`src/rtl/lbist_controller_if.sv`:
```
// LBIST controller signal bundle: session request/signature in, TPG/MISR/scan strobes out.
// master = controller side, slave = test-mode wrapper / TPG / MISR side.
interface lbist_controller_if #(
    parameter int unsigned N_PATTERNS = 1000,
    parameter int unsigned LFSR_W     = 24,
    parameter int unsigned MISR_W     = 24
);
    localparam int unsigned PAT_W = $clog2(N_PATTERNS + 1);

    logic              start;
    logic [MISR_W-1:0] misr_sig;
    logic              lfsr_load;
    logic [LFSR_W-1:0] lfsr_seed;
    logic              lfsr_en;
    logic              misr_clr;
    logic              misr_en;
    logic              scan_en;
    logic              capture;
    logic              busy;
    logic              done;
    logic              pass;
    logic [PAT_W-1:0]  pat_idx;

    modport master (
        input  start, misr_sig,
        output lfsr_load, lfsr_seed, lfsr_en, misr_clr, misr_en, scan_en,
               capture, busy, done, pass, pat_idx
    );

    modport slave (
        output start, misr_sig,
        input  lfsr_load, lfsr_seed, lfsr_en, misr_clr, misr_en, scan_en,
               capture, busy, done, pass, pat_idx
    );
endinterface

```
`src/rtl/lbist_controller.sv`:
```
// LBIST session sequencer: seed load, N_PATTERNS shift/capture rounds, response flush,
// then a MISR signature compare. All outputs are decoded from registered state.
module lbist_controller #(
    parameter int unsigned      N_PATTERNS = 1000,
    parameter int unsigned      SCAN_LEN   = 267,
    parameter int unsigned      LFSR_W     = 24,
    parameter int unsigned      MISR_W     = 24,
    parameter logic [LFSR_W-1:0] SEED       = 24'h000001,
    parameter logic [MISR_W-1:0] GOLDEN_SIG = 24'h000000
) (
    input  logic clk,
    input  logic rst_n,
    lbist_controller_if.master bus
);
    localparam int unsigned PAT_W = $clog2(N_PATTERNS + 1);
    localparam int unsigned SC_W  = $clog2(SCAN_LEN + 1);

    localparam logic [SC_W-1:0]  SC_LAST  = SC_W'(SCAN_LEN - 1);
    localparam logic [PAT_W-1:0] PAT_PRE  = PAT_W'(N_PATTERNS - 1);

    localparam logic [2:0] S_IDLE    = 3'd0;
    localparam logic [2:0] S_INIT    = 3'd1;
    localparam logic [2:0] S_SHIFT   = 3'd2;
    localparam logic [2:0] S_CAPTURE = 3'd3;
    localparam logic [2:0] S_FLUSH   = 3'd4;
    localparam logic [2:0] S_COMPARE = 3'd5;
    localparam logic [2:0] S_DONE    = 3'd6;

    logic [2:0]       state_q, state_d;
    logic [SC_W-1:0]  shift_cnt_q, shift_cnt_d;
    logic [PAT_W-1:0] pat_cnt_q, pat_cnt_d;
    logic             pass_q, pass_d;

    always_comb begin
        state_d     = state_q;
        shift_cnt_d = shift_cnt_q;
        pat_cnt_d   = pat_cnt_q;
        pass_d      = pass_q;
        case (state_q)
            S_IDLE: begin
                // counters clear on INIT entry so pat_idx already reads 0 during INIT
                if (bus.start) begin
                    state_d     = S_INIT;
                    shift_cnt_d = '0;
                    pat_cnt_d   = '0;
                    pass_d      = 1'b0;
                end
            end
            S_INIT: begin
                state_d = bus.start ? S_SHIFT : S_IDLE;
            end
            S_SHIFT: begin
                if (!bus.start) begin
                    state_d = S_IDLE;
                end else if (shift_cnt_q == SC_LAST) begin
                    state_d     = S_CAPTURE;
                    shift_cnt_d = '0;
                end else begin
                    shift_cnt_d = shift_cnt_q + 1'b1;
                end
            end
            S_CAPTURE: begin
                if (!bus.start) begin
                    state_d = S_IDLE;
                end else begin
                    pat_cnt_d = pat_cnt_q + 1'b1;
                    state_d   = (pat_cnt_q == PAT_PRE) ? S_FLUSH : S_SHIFT;
                end
            end
            S_FLUSH: begin
                if (!bus.start) begin
                    state_d = S_IDLE;
                end else if (shift_cnt_q == SC_LAST) begin
                    state_d     = S_COMPARE;
                    shift_cnt_d = '0;
                end else begin
                    shift_cnt_d = shift_cnt_q + 1'b1;
                end
            end
            S_COMPARE: begin
                if (!bus.start) begin
                    state_d = S_IDLE;
                end else begin
                    pass_d  = (bus.misr_sig == GOLDEN_SIG);
                    state_d = S_DONE;
                end
            end
            S_DONE: begin
                if (!bus.start) begin
                    state_d = S_IDLE;
                end
            end
            default: state_d = S_IDLE;
        endcase
    end

    always_ff @(posedge clk or negedge rst_n) begin
        if (!rst_n) begin
            state_q     <= S_IDLE;
            shift_cnt_q <= '0;
            pat_cnt_q   <= '0;
            pass_q      <= 1'b0;
        end else begin
            state_q     <= state_d;
            shift_cnt_q <= shift_cnt_d;
            pat_cnt_q   <= pat_cnt_d;
            pass_q      <= pass_d;
        end
    end

    // First window after INIT carries no response yet, so MISR stays idle while pat_cnt is 0
    assign bus.lfsr_load = (state_q == S_INIT);
    assign bus.misr_clr  = (state_q == S_INIT);
    assign bus.lfsr_seed = SEED;
    assign bus.lfsr_en   = (state_q == S_SHIFT);
    assign bus.scan_en   = (state_q == S_SHIFT) || (state_q == S_FLUSH);
    assign bus.misr_en   = ((state_q == S_SHIFT) && (pat_cnt_q != '0)) || (state_q == S_FLUSH);
    assign bus.capture   = (state_q == S_CAPTURE);
    assign bus.busy      = (state_q == S_INIT)  || (state_q == S_SHIFT) || (state_q == S_CAPTURE) ||
                           (state_q == S_FLUSH) || (state_q == S_COMPARE);
    assign bus.done      = (state_q == S_DONE);
    assign bus.pass      = (state_q == S_DONE) && pass_q;
    assign bus.pat_idx   = pat_cnt_q;
endmodule
```
`src/flat_wrapper.sv`:
```
// flat-port wrapper written by rule: the top's interface ports become plain ports
module lbist_controller_flat 
#(
    parameter int unsigned      N_PATTERNS = 1000,
    parameter int unsigned      SCAN_LEN   = 267,
    parameter int unsigned      LFSR_W     = 24,
    parameter int unsigned      MISR_W     = 24,
    parameter logic [LFSR_W-1:0] SEED       = 24'h000001,
    parameter logic [MISR_W-1:0] GOLDEN_SIG = 24'h000000
)
  (clk, rst_n, bus_start, bus_misr_sig, bus_lfsr_load, bus_lfsr_seed, bus_lfsr_en, bus_misr_clr, bus_misr_en, bus_scan_en, bus_capture, bus_busy, bus_done, bus_pass, bus_pat_idx);
  lbist_controller_if #(.N_PATTERNS(N_PATTERNS), .LFSR_W(LFSR_W), .MISR_W(MISR_W)) bus_i ();
  input  logic clk;
  input  logic rst_n;
  input wire logic [$bits(bus_i.start)-1:0] bus_start;
  input wire logic [$bits(bus_i.misr_sig)-1:0] bus_misr_sig;
  output wire logic [$bits(bus_i.lfsr_load)-1:0] bus_lfsr_load;
  output wire logic [$bits(bus_i.lfsr_seed)-1:0] bus_lfsr_seed;
  output wire logic [$bits(bus_i.lfsr_en)-1:0] bus_lfsr_en;
  output wire logic [$bits(bus_i.misr_clr)-1:0] bus_misr_clr;
  output wire logic [$bits(bus_i.misr_en)-1:0] bus_misr_en;
  output wire logic [$bits(bus_i.scan_en)-1:0] bus_scan_en;
  output wire logic [$bits(bus_i.capture)-1:0] bus_capture;
  output wire logic [$bits(bus_i.busy)-1:0] bus_busy;
  output wire logic [$bits(bus_i.done)-1:0] bus_done;
  output wire logic [$bits(bus_i.pass)-1:0] bus_pass;
  output wire logic [$bits(bus_i.pat_idx)-1:0] bus_pat_idx;
  assign bus_i.start = bus_start;
  assign bus_i.misr_sig = bus_misr_sig;
  assign bus_lfsr_load = bus_i.lfsr_load;
  assign bus_lfsr_seed = bus_i.lfsr_seed;
  assign bus_lfsr_en = bus_i.lfsr_en;
  assign bus_misr_clr = bus_i.misr_clr;
  assign bus_misr_en = bus_i.misr_en;
  assign bus_scan_en = bus_i.scan_en;
  assign bus_capture = bus_i.capture;
  assign bus_busy = bus_i.busy;
  assign bus_done = bus_i.done;
  assign bus_pass = bus_i.pass;
  assign bus_pat_idx = bus_i.pat_idx;
  lbist_controller #(.N_PATTERNS(N_PATTERNS), .SCAN_LEN(SCAN_LEN), .LFSR_W(LFSR_W), .MISR_W(MISR_W), .SEED(SEED), .GOLDEN_SIG(GOLDEN_SIG)) u_core (.clk(clk), .rst_n(rst_n), .bus(bus_i));
endmodule
```
`config.mk`:
```
export PLATFORM = sky130hd
export DESIGN_NAME = lbist_controller_flat
export DESIGN_NICKNAME = d
export VERILOG_FILES = /design/src/rtl/lbist_controller_if.sv /design/src/rtl/lbist_controller.sv /design/src/flat_wrapper.sv
export SDC_FILE = /design/constraint.sdc
export NUM_CORES = 1
export LEC_CHECK = 0
export CORE_MARGIN = 5
export CORE_UTILIZATION = 44
export CTS_CLUSTER_DIAMETER = 150
export CTS_CLUSTER_SIZE = 16
export DETAILED_ROUTE_END_ITERATION = 10
export PLACE_DENSITY_LB_ADDON = 0.12
export SLEW_MARGIN = 20
export SYNTH_ARGS = -nofsm -noshare
export SYNTH_HDL_FRONTEND = slang
export SYNTH_SLANG_ARGS = --single-unit
```
`constraint.sdc`:
```
create_clock -name clk -period 2 [get_ports clk]
set_clock_uncertainty 0.15 [all_clocks]
set_input_delay 0.5 -clock clk [delete_from_list [all_inputs] [get_ports clk]]
set_output_delay 0.5 -clock clk [all_outputs]
set_load 0.02 [all_outputs]
```
**Yosys cells after proc, flatten, opt, wreduce, memory -nomap -nowiden**

Cells that the tools add are included.

- Equal/unequal tests: 15
- Add/subtract/negate cells: 2
- Reduce and logical (&&, ||, !) cells: 19
- Mux-type cells: 21

Operators by type and width:

| cell | number |
|---|---|
| 3-bit 2-to-1 mux | 9 |
| 9-bit 2-to-1 mux | 3 |
| 24-bit zero test | 1 |
| 3-bit case mux with 7 select lines | 1 |
| 10-bit 2-to-1 mux | 2 |
| 10-bit case mux with 2 select lines | 1 |
| 9-bit case mux with 2 select lines | 1 |
| 10-bit by 1-bit adder with 10-bit output, second input constant | 1 |
| 10-bit equality test, second input constant | 1 |
| 10-bit nonzero test | 1 |
| 9-bit by 1-bit adder with 9-bit output, second input constant | 1 |
| 3-bit equality test, second input constant | 3 |
| 9-bit equality test, second input constant | 1 |
| 3-bit AND reduction | 3 |
| 2-bit != test, second input constant | 4 |
| 3-bit by 2-bit equality test with 1-bit output, second input constant | 2 |
| 1-bit logical OR | 6 |
| 3-bit by 2-bit != test with 1-bit output, second input constant | 2 |
| 2-bit nonzero test | 3 |
| 4-bit AND reduction | 1 |
| 3-bit by 1-bit equality test with 1-bit output, second input constant | 1 |
| 3-bit zero test | 1 |
| 1-bit logical AND | 2 |
| 1-bit 2-to-1 mux | 2 |
| 4 further kinds | 4 |

- Register bits after elaboration: 23
- Logic and storage cells: 61

**Logic depth before layout (Yosys ltp)**

Gate-level depths: netlist (run 1).

- Depth after elaboration: 5
- Depth in mapped cells: 6
- Gate-level depth less buffers: 6

**Worst setup path after synthesis (run 1)**

OpenSTA, ideal clock, no wires.

- Path kind: register to output
- Start: register u_core.pat_cnt_q[0] (netlist: u_core.bus.pat_idx[0])
- End: output port bus_misr_en
- Slack: -41 ps
- Arrival: 1391 ps
- Path buffers: 0
- Stages on the path, launching flop included: 7
- Data required time: 1350 ps
- Path through: dfrtp_1 inv_1 ha_1 nor4b_1 nand4_1 a21oi_1 nor2_1

- Word-level cells in the longest chain between the ends: 3

Ends and longest elaborated chain:

| what | RTL line | text |
|---|---|---|
| start, declared | lbist_controller.sv:31 | `logic [PAT_W-1:0] pat_cnt_q, pat_cnt_d;` |
| start signal, assigned | lbist_controller.sv:106 | `pat_cnt_q <= pat_cnt_d;` |
| 10-bit nonzero test | lbist_controller.sv:117 | `assign bus.misr_en = ((state_q == S_SHIFT) && (pat_cnt_q != '0)) \|\| (state_q == S_FLUSH);` |
| 1-bit logical AND | lbist_controller.sv:117 |  |
| 1-bit logical OR | lbist_controller.sv:117 |  |
| end, declared | flat_wrapper.sv:21 | `output wire logic [$bits(bus_i.misr_en)-1:0] bus_misr_en;` |

Every way passes these cells.

**Final worst setup path (run 1)**

- Start: register u_core.pat_cnt_q[1] (netlist: u_core.bus.pat_idx[1])
- End: output port bus_misr_en

The elaborated chain is that of the path after synthesis.

==> flow_summary.toml, run 1 <==
[sta]
slew_headroom_pct = 67.0
period_share_pct = 110
finalSetupViolCount = 1
min_period_ns = 2.20
tightestPinTransition_ns = 0.490
finalSetupTns_ns = -0.198
slew_viol_final = 0
setup_slack_ns = -0.198
whs_ns = 0.407
rsz0062_at_grt = "yes"
hold_viol = 0
fmax_ghz = 0.455

[layout]
n_antenna_cell = 0
layout_common_cells = "buf_4 (46), clkdlybuf4s50_1 (26), conb_1 (24)"
fin_util_pct = 66.1
fill_cells = 362
final_common_cell = "buf_4"
fin_nets = 320
syn2layout_area_growth_pct = 47.8
final_layout_size_suffix_gt1_share_pct = 29.2
final_cell_area_mm2 = 0.00259

[cts]
clkSinkCount = 23
tritoncts = "yes"
clk_pin_slew_ns = 0.08
worstSkewPairLatency_ns = 0.26
cts_inserted_buffers = 3
cts_max_level = 1
hold_buffers = 0
clockRootBuffer = "clkbuf_8"
cts_buffer_depth = 2

[route]
drtIter0Drc = 56
dr.pass1.iters = 4
wl_um = 4360
drc = 0
route.detailed.wl_per_inst_um = 12.9
via_per_inst = 4.92
num_vias = 1663
ant_nets = 0

[floorplan]
die_h_um = 73.1
core-area_mm2 = 0.00391
die_w_um = 73.1
dieArea_mm2 = 0.00534
std_cell_rows = 23
ios = 70
start_util_pct = 44.7

[setup_path]
worst-setup-path-type = "reg -> out"
path_max_fanout = 2
cp-start-kind = "flip-flop"
critPathArrivalTime_ns = 1.55
slowest_delay_ns = 0.40
cp_slowest_cell = "dfrtp_1"
endpoint_kind = "primary output"
path_cells = "inv_2, ha_4, nor4b_4, nand4_1, a21oi_2, nor2_2, buf_6"
crit_required_ns = 1.35

[grt]
grt_pass1_vias = 1615
track_usage_pct = 16.9
antenna_found_initial = 0
grt_max_degree = 24
grt_pass1_wl_um = 7190
gr-total-overflow = 0

[pwr]
power.internal_uw = 818
power.switching_uw = 376
p_per_area_mw_per_mm2 = 461
peakVddDrop_mv = 0.260
p_comb_share_pct = 33.6
leakagePower_nw = 1.22
clkPwrFrac_pct = 24.5
switching_share_pct = 31.5
power_frac_seq_pct = 41.8

[placed_design]
io_buffers = 45
place_area_mm2 = 0.00239
dp_slack_ns = -0.450
place.gp.congestion = 0.774
dpl.hpwl_um = 3310

[synth]
synth.avg_cell_area_um2 = 8.58
syn_inst = 204
syn_area_mm2 = 0.00175
synth-seq-cells = 23
synth_warnings = 0
synth_seq_area_share_pct = 32.9
ys_types = 39

[run_status]
violations = "negative setup slack"
status = "finished, violations left"

[hold_path]
hp-class = "reg -> reg"

[flow_run]
drv_cap = 0
==> worst paths after layout <==
kind,to,cells past startpoint,slack [ns],startpoint
min reg2reg,u_core.pass_q,2,0.41,u_core.pass_q
max,bus_misr_en,7,-0.20,u_core.bus.pat_idx[1]
max reg2reg,u_core.shift_cnt_q[6],7,0.10,u_core.state_q[0]
min,u_core.pass_q,2,0.41,u_core.pass_q
max in group asynchronous,u_core.state_q[0],2,1.02,rst_n
min in group asynchronous,u_core.bus.pat_idx[1],2,0.43,rst_n
==> state kept, by name, summed over array words and instances (netlist names) <==
signal,count
u_core.bus.pat_idx,10
u_core.shift_cnt_q,9
u_core.state_q,3
u_core.pass_q,1
==> worst max-delay path, delay by kind of cell, from the launching register on <==
family / cells / cell delay (ns)
AO/OA/AOI/OAI: 1 / 0.15
adder cells (fa/ha/maj): 1 / 0.14
buffers and inverters: 2 / 0.21
flip-flops: 1 / 0.40
AND/OR/NAND/NOR: 3 / 0.39
==> metal layers <==
layer	vias up	wire length, um	track usage (%)
met2	62	2030	27.4
li1	834	-	-
met1	763	1980	22.9
met3	4	302	2.75
met5	-	0	0
met4	0	49	5.53
==> per-stage QoR <==
step	power [mW]	cells
after floorplan	0.721	226
after global placement	0.858	324
after detailed placement	0.864	324
after CTS	1.16	330
after global routing	1.25	338
final	1.19	338
==> Yosys cell counts <==
| library cell | count | area [um2] |
|---|---|---|
| xor2_1 | 3 | 26.3 |
| a21boi_2 | 1 | 11.3 |
| nand2b_1 | 4 | 25.0 |
| nand4b_1 | 1 | 8.76 |
| nor3_1 | 10 | 50.1 |
| o22ai_1 | 1 | 6.26 |
| nor4b_1 | 1 | 8.76 |
| dfrtp_1 | 23 | 576 |
| buf_4 | 26 | 195 |
| nor4_2 | 2 | 25.0 |
| ha_1 | 4 | 50.1 |
| nand2_1 | 11 | 41.3 |
| nor4_1 | 10 | 62.6 |
| inv_1 | 8 | 30.0 |
| buf_2 | 7 | 35.0 |
| nand3_1 | 11 | 55.1 |
| clkbuf_1 | 1 | 3.75 |
| and2_1 | 2 | 12.5 |
| nand3b_1 | 2 | 15.0 |
| xnor2_1 | 11 | 96.3 |
| a22o_1 | 2 | 17.5 |
| o21bai_1 | 1 | 7.51 |
| a32oi_1 | 2 | 17.5 |
| and4bb_2 | 1 | 12.5 |
| nand4_2 | 1 | 12.5 |
| o31ai_4 | 1 | 21.3 |
| nor4b_2 | 2 | 30.0 |
| mux2i_1 | 1 | 10.0 |
| o2bb2ai_1 | 1 | 8.76 |
| nor2_1 | 22 | 82.6 |
| a21oi_1 | 6 | 30.0 |
| nand4_1 | 7 | 43.8 |
| o211a_1 | 1 | 10.0 |
| a21o_1 | 1 | 7.51 |
| o21ai_0 | 7 | 35.0 |
| nor2b_1 | 5 | 31.3 |
| nor4b_4 | 1 | 23.8 |
| conb_1 | 2 | 7.51 |
| a21boi_0 | 1 | 7.51 |
==> cell families (layout without fill, tap and decap cells) <==
| kind of cell | count (synthesis) | in the layout | share of synthesized area [%] |
|---|---|---|---|
| buffers and inverters | 42 | 104 | 15.1 |
| multiplexers | 1 | 1 | 0.572 |
| adder cells (fa/ha/maj) | 4 | 4 | 2.86 |
| flip-flops | 23 | 23 | 32.9 |
| other | 2 | 24 | 0.429 |
| XOR/XNOR | 14 | 14 | 7.01 |
| AND/OR/NAND/NOR | 93 | 93 | 30.9 |
| AO/OA/AOI/OAI | 25 | 25 | 10.3 |
==> power groups by stage <==
stage	Combinational [mW]	Clock, mW	Sequential (mW)
2_1_floorplan	0.211	0	0.510
3_3_place_gp	0.354	0	0.504
3_5_place_dp	0.358	0	0.506
4_1_cts	0.363	0.303	0.498
5_1_grt	0.435	0.310	0.501
6_report	0.401	0.293	0.499
==> what timing repair did <==
item	CTS	global route
buffers inserted	2	8
pin swaps	3	3
resized for setup	58	19
endpoints found under the setup margin	19	13
==> layout make-up <==
| cell class | count | area, um2 | area share [%] |
|---|---|---|---|
| tap | 50 | 62.6 | 2.42 |
| clock buffer | 4 | 45.0 | 1.74 |
| sequential | 23 | 579 | 22.4 |
| multi-input combinational | 161 | 1080 | 41.6 |
| timing repair buffer | 92 | 793 | 30.7 |
| inverter | 8 | 30.0 | 1.16 |
Note: power is estimated with default switching activity, not from simulation.
==> inputs of run 2 (changes only) <==
--- a/config.mk
+++ b/config.mk
@@ -11,7 +11,6 @@
 export CTS_CLUSTER_SIZE = 16
 export DETAILED_ROUTE_END_ITERATION = 10
 export PLACE_DENSITY_LB_ADDON = 0.12
-export SLEW_MARGIN = 20
 export SYNTH_ARGS = -nofsm -noshare
 export SYNTH_HDL_FRONTEND = slang
 export SYNTH_SLANG_ARGS = --single-unit
==> results of run 2 <==
Final layout, timing and power as in run 1 (identical DEF).
==> inputs of run 3 (changes only) <==
--- a/config.mk
+++ b/config.mk
@@ -10,7 +10,7 @@
 export CTS_CLUSTER_DIAMETER = 150
 export CTS_CLUSTER_SIZE = 16
 export DETAILED_ROUTE_END_ITERATION = 10
-export PLACE_DENSITY_LB_ADDON = 0.12
+export PLACE_DENSITY = 0.78
 export SYNTH_ARGS = -nofsm -noshare
 export SYNTH_HDL_FRONTEND = slang
 export SYNTH_SLANG_ARGS = --single-unit
==> run 3 against run 2 <==
Against the previous run: the run still ends with negative setup slack left; clock power is 5% higher; sequential power hardly changed; final area shrank 4.0%; via count rose by 0.90%; combinational power shrank 9.0%; final cell count decreased by 2.7%; worst hold slack worse by 0.043 ns; maximum frequency grew 1.7%; core utilization shrank 2.6 points; total power down 1.7%; count of clock-buffer cells in the layout decreased by 1; first-iteration DRC count fell by 5.4%; critical path type unchanged.
==> flow_summary.toml, run 3 (synthesis results as in run 1) <==
[floorplan]
die_w_um = 73.1
dieArea_mm2 = 0.00534
std_cell_rows = 23
die_h_um = 73.1
start_util_pct = 44.7
ios = 70
core-area_mm2 = 0.00391

[layout]
layout_common_cells = "buf_4 (41), clkdlybuf4s50_1 (26), conb_1 (24)"
largest_reg_flops = 10
syn2layout_area_growth_pct = 42.0
final_common_cell = "buf_4"
register_area_um2 = 578
final_cell_area_mm2 = 0.00248
fin_nets = 311
final_layout_size_suffix_gt1_share_pct = 26.5
fill_cells = 345
multiInputGateArea_mm2 = 0.00106
n_antenna_cell = 0

[grt]
grt_pass1_vias = 1607
track_usage_pct = 16.8
gr-total-overflow = 0
antenna_found_initial = 0
grt_pass1_wl_um = 7080
grt_max_degree = 24

[setup_path]
endpoint_kind = "primary output"
crit_required_ns = 1.35
path_max_fanout = 2
rr_worst_depth = 7
r2r_start = "u_core.state_q[0]"
rrSetupSlack_ns = 0.11
critical_path.startpoint = "u_core.bus.pat_idx[1]"
crit_path_end = "bus_misr_en"
slowest_delay_ns = 0.39
path_cells = "inv_2, ha_4, nor4b_4, nand4_1, a21oi_2, nor2_2, buf_6"
critPathArrivalTime_ns = 1.51
cp_slowest_cell = "dfrtp_1"
r2r_end = "u_core.shift_cnt_q[5]"
worst-setup-path-type = "reg -> out"
cp-start-kind = "flip-flop"

[route]
ant_nets = 0
route.detailed.wl_per_inst_um = 13.3
drc = 0
num_vias = 1678
dr.pass1.iters = 4
drtIter0Drc = 53
via_per_inst = 5.10
wl_um = 4380

[sta]
hold_viol = 0
min_period_ns = 2.16
slew_viol_final = 0
rsz0062_at_grt = "yes"
fmax_ghz = 0.463
period_share_pct = 108
setup_slack_ns = -0.162
finalSetupViolCount = 2

[cts]
cts_max_level = 1
worstSkewPairLatency_ns = 0.27
tritoncts = "yes"
hold_buffers = 0
clockRootBuffer = "clkbuf_8"
clk_pin_slew_ns = 0.09
cts_buffer_depth = 2
clkSinkCount = 23
cts_inserted_buffers = 3

[pwr]
peakVddDrop_mv = 0.206
leakagePower_nw = 1.17
p_per_area_mw_per_mm2 = 472

[run_status]
violations = "negative setup slack"
status = "finished, violations left"

[flow_run]
drv_cap = 0

[placed_design]
dp_slack_ns = -0.352
dpl.hpwl_um = 3310
place_area_mm2 = 0.00239
io_buffers = 45
place.gp.congestion = 0.821

[hold_path]
hp-class = "reg -> reg"
-- run 3: layout make-up --
type / instances / share of cell area (%)
repair buffers: 83 / 28.3
clock inverters: 1 / 0.201
well taps: 50 / 2.52
clock buffers: 3 / 1.66
multi-input cells: 161 / 42.8
inverters: 8 / 1.21
flip-flops and latches: 23 / 23.3
-- run 3: layer usage --
| metal | vias to the layer above | share of wire, % | GRT usage (%) |
|---|---|---|---|
| met3 | 6 | 8.4 | 2.07 |
| met4 | 0 | 1.6 | 6.76 |
| li1 | 820 | - | - |
| met1 | 771 | 44 | 22.3 |
| met5 | - | 0 | 0 |
| met2 | 81 | 46 | 27.4 |
-- run 3: how the worst min path moves through the flow --
stage | cells after the start | slack, ns | startpoint | to
after global placement | 2 | 0.35 | u_core.pass_q | u_core.pass_q
after global routing | 2 | 0.41 | u_core.pass_q | u_core.pass_q
after CTS | 2 | 0.37 | u_core.pass_q | u_core.pass_q
after floorplan | 0 | 0.05 | rst_n | u_core.bus.pat_idx[0]
final | 2 | 0.36 | u_core.pass_q | u_core.pass_q
after detailed placement | 2 | 0.35 | u_core.pass_q | u_core.pass_q
-- run 3: what timing repair did --
action / CTS / global route
resized for setup: 60 / 9
endpoints found under the setup margin: 19 / 16
pin swaps: 4 / 2
buffers inserted: 1 / 0
-- run 3: stage by stage --
stage	TNS (ns)	std cells	util, %	power, mW	hold WS [ns]
floorplan	0	226	-	0.721	0.0544
global placement	-1.91	324	61.1	0.847	0.353
detailed placement	-1.97	324	61.1	0.853	0.350
CTS	-0.247	329	62.8	1.17	0.371
global route	-0.446	329	63.5	1.23	0.413
finish	-0.273	329	63.5	1.17	0.365
-- run 3: worst max-delay path, delay by kind of cell (launching register included) --
| kind | cells | cell delay, ns |
|---|---|---|
| AO/OA/AOI/OAI | 1 | 0.15 |
| adder cells (fa/ha/maj) | 1 | 0.13 |
| buffers and inverters | 2 | 0.21 |
| flip-flops | 1 | 0.39 |
| AND/OR/NAND/NOR | 3 | 0.35 |
-- run 3: power breakdown --
group          internal (mW)  switching [mW]
Combinational          0.169           0.196
Clock                  0.140           0.168
Sequential             0.479          0.0216
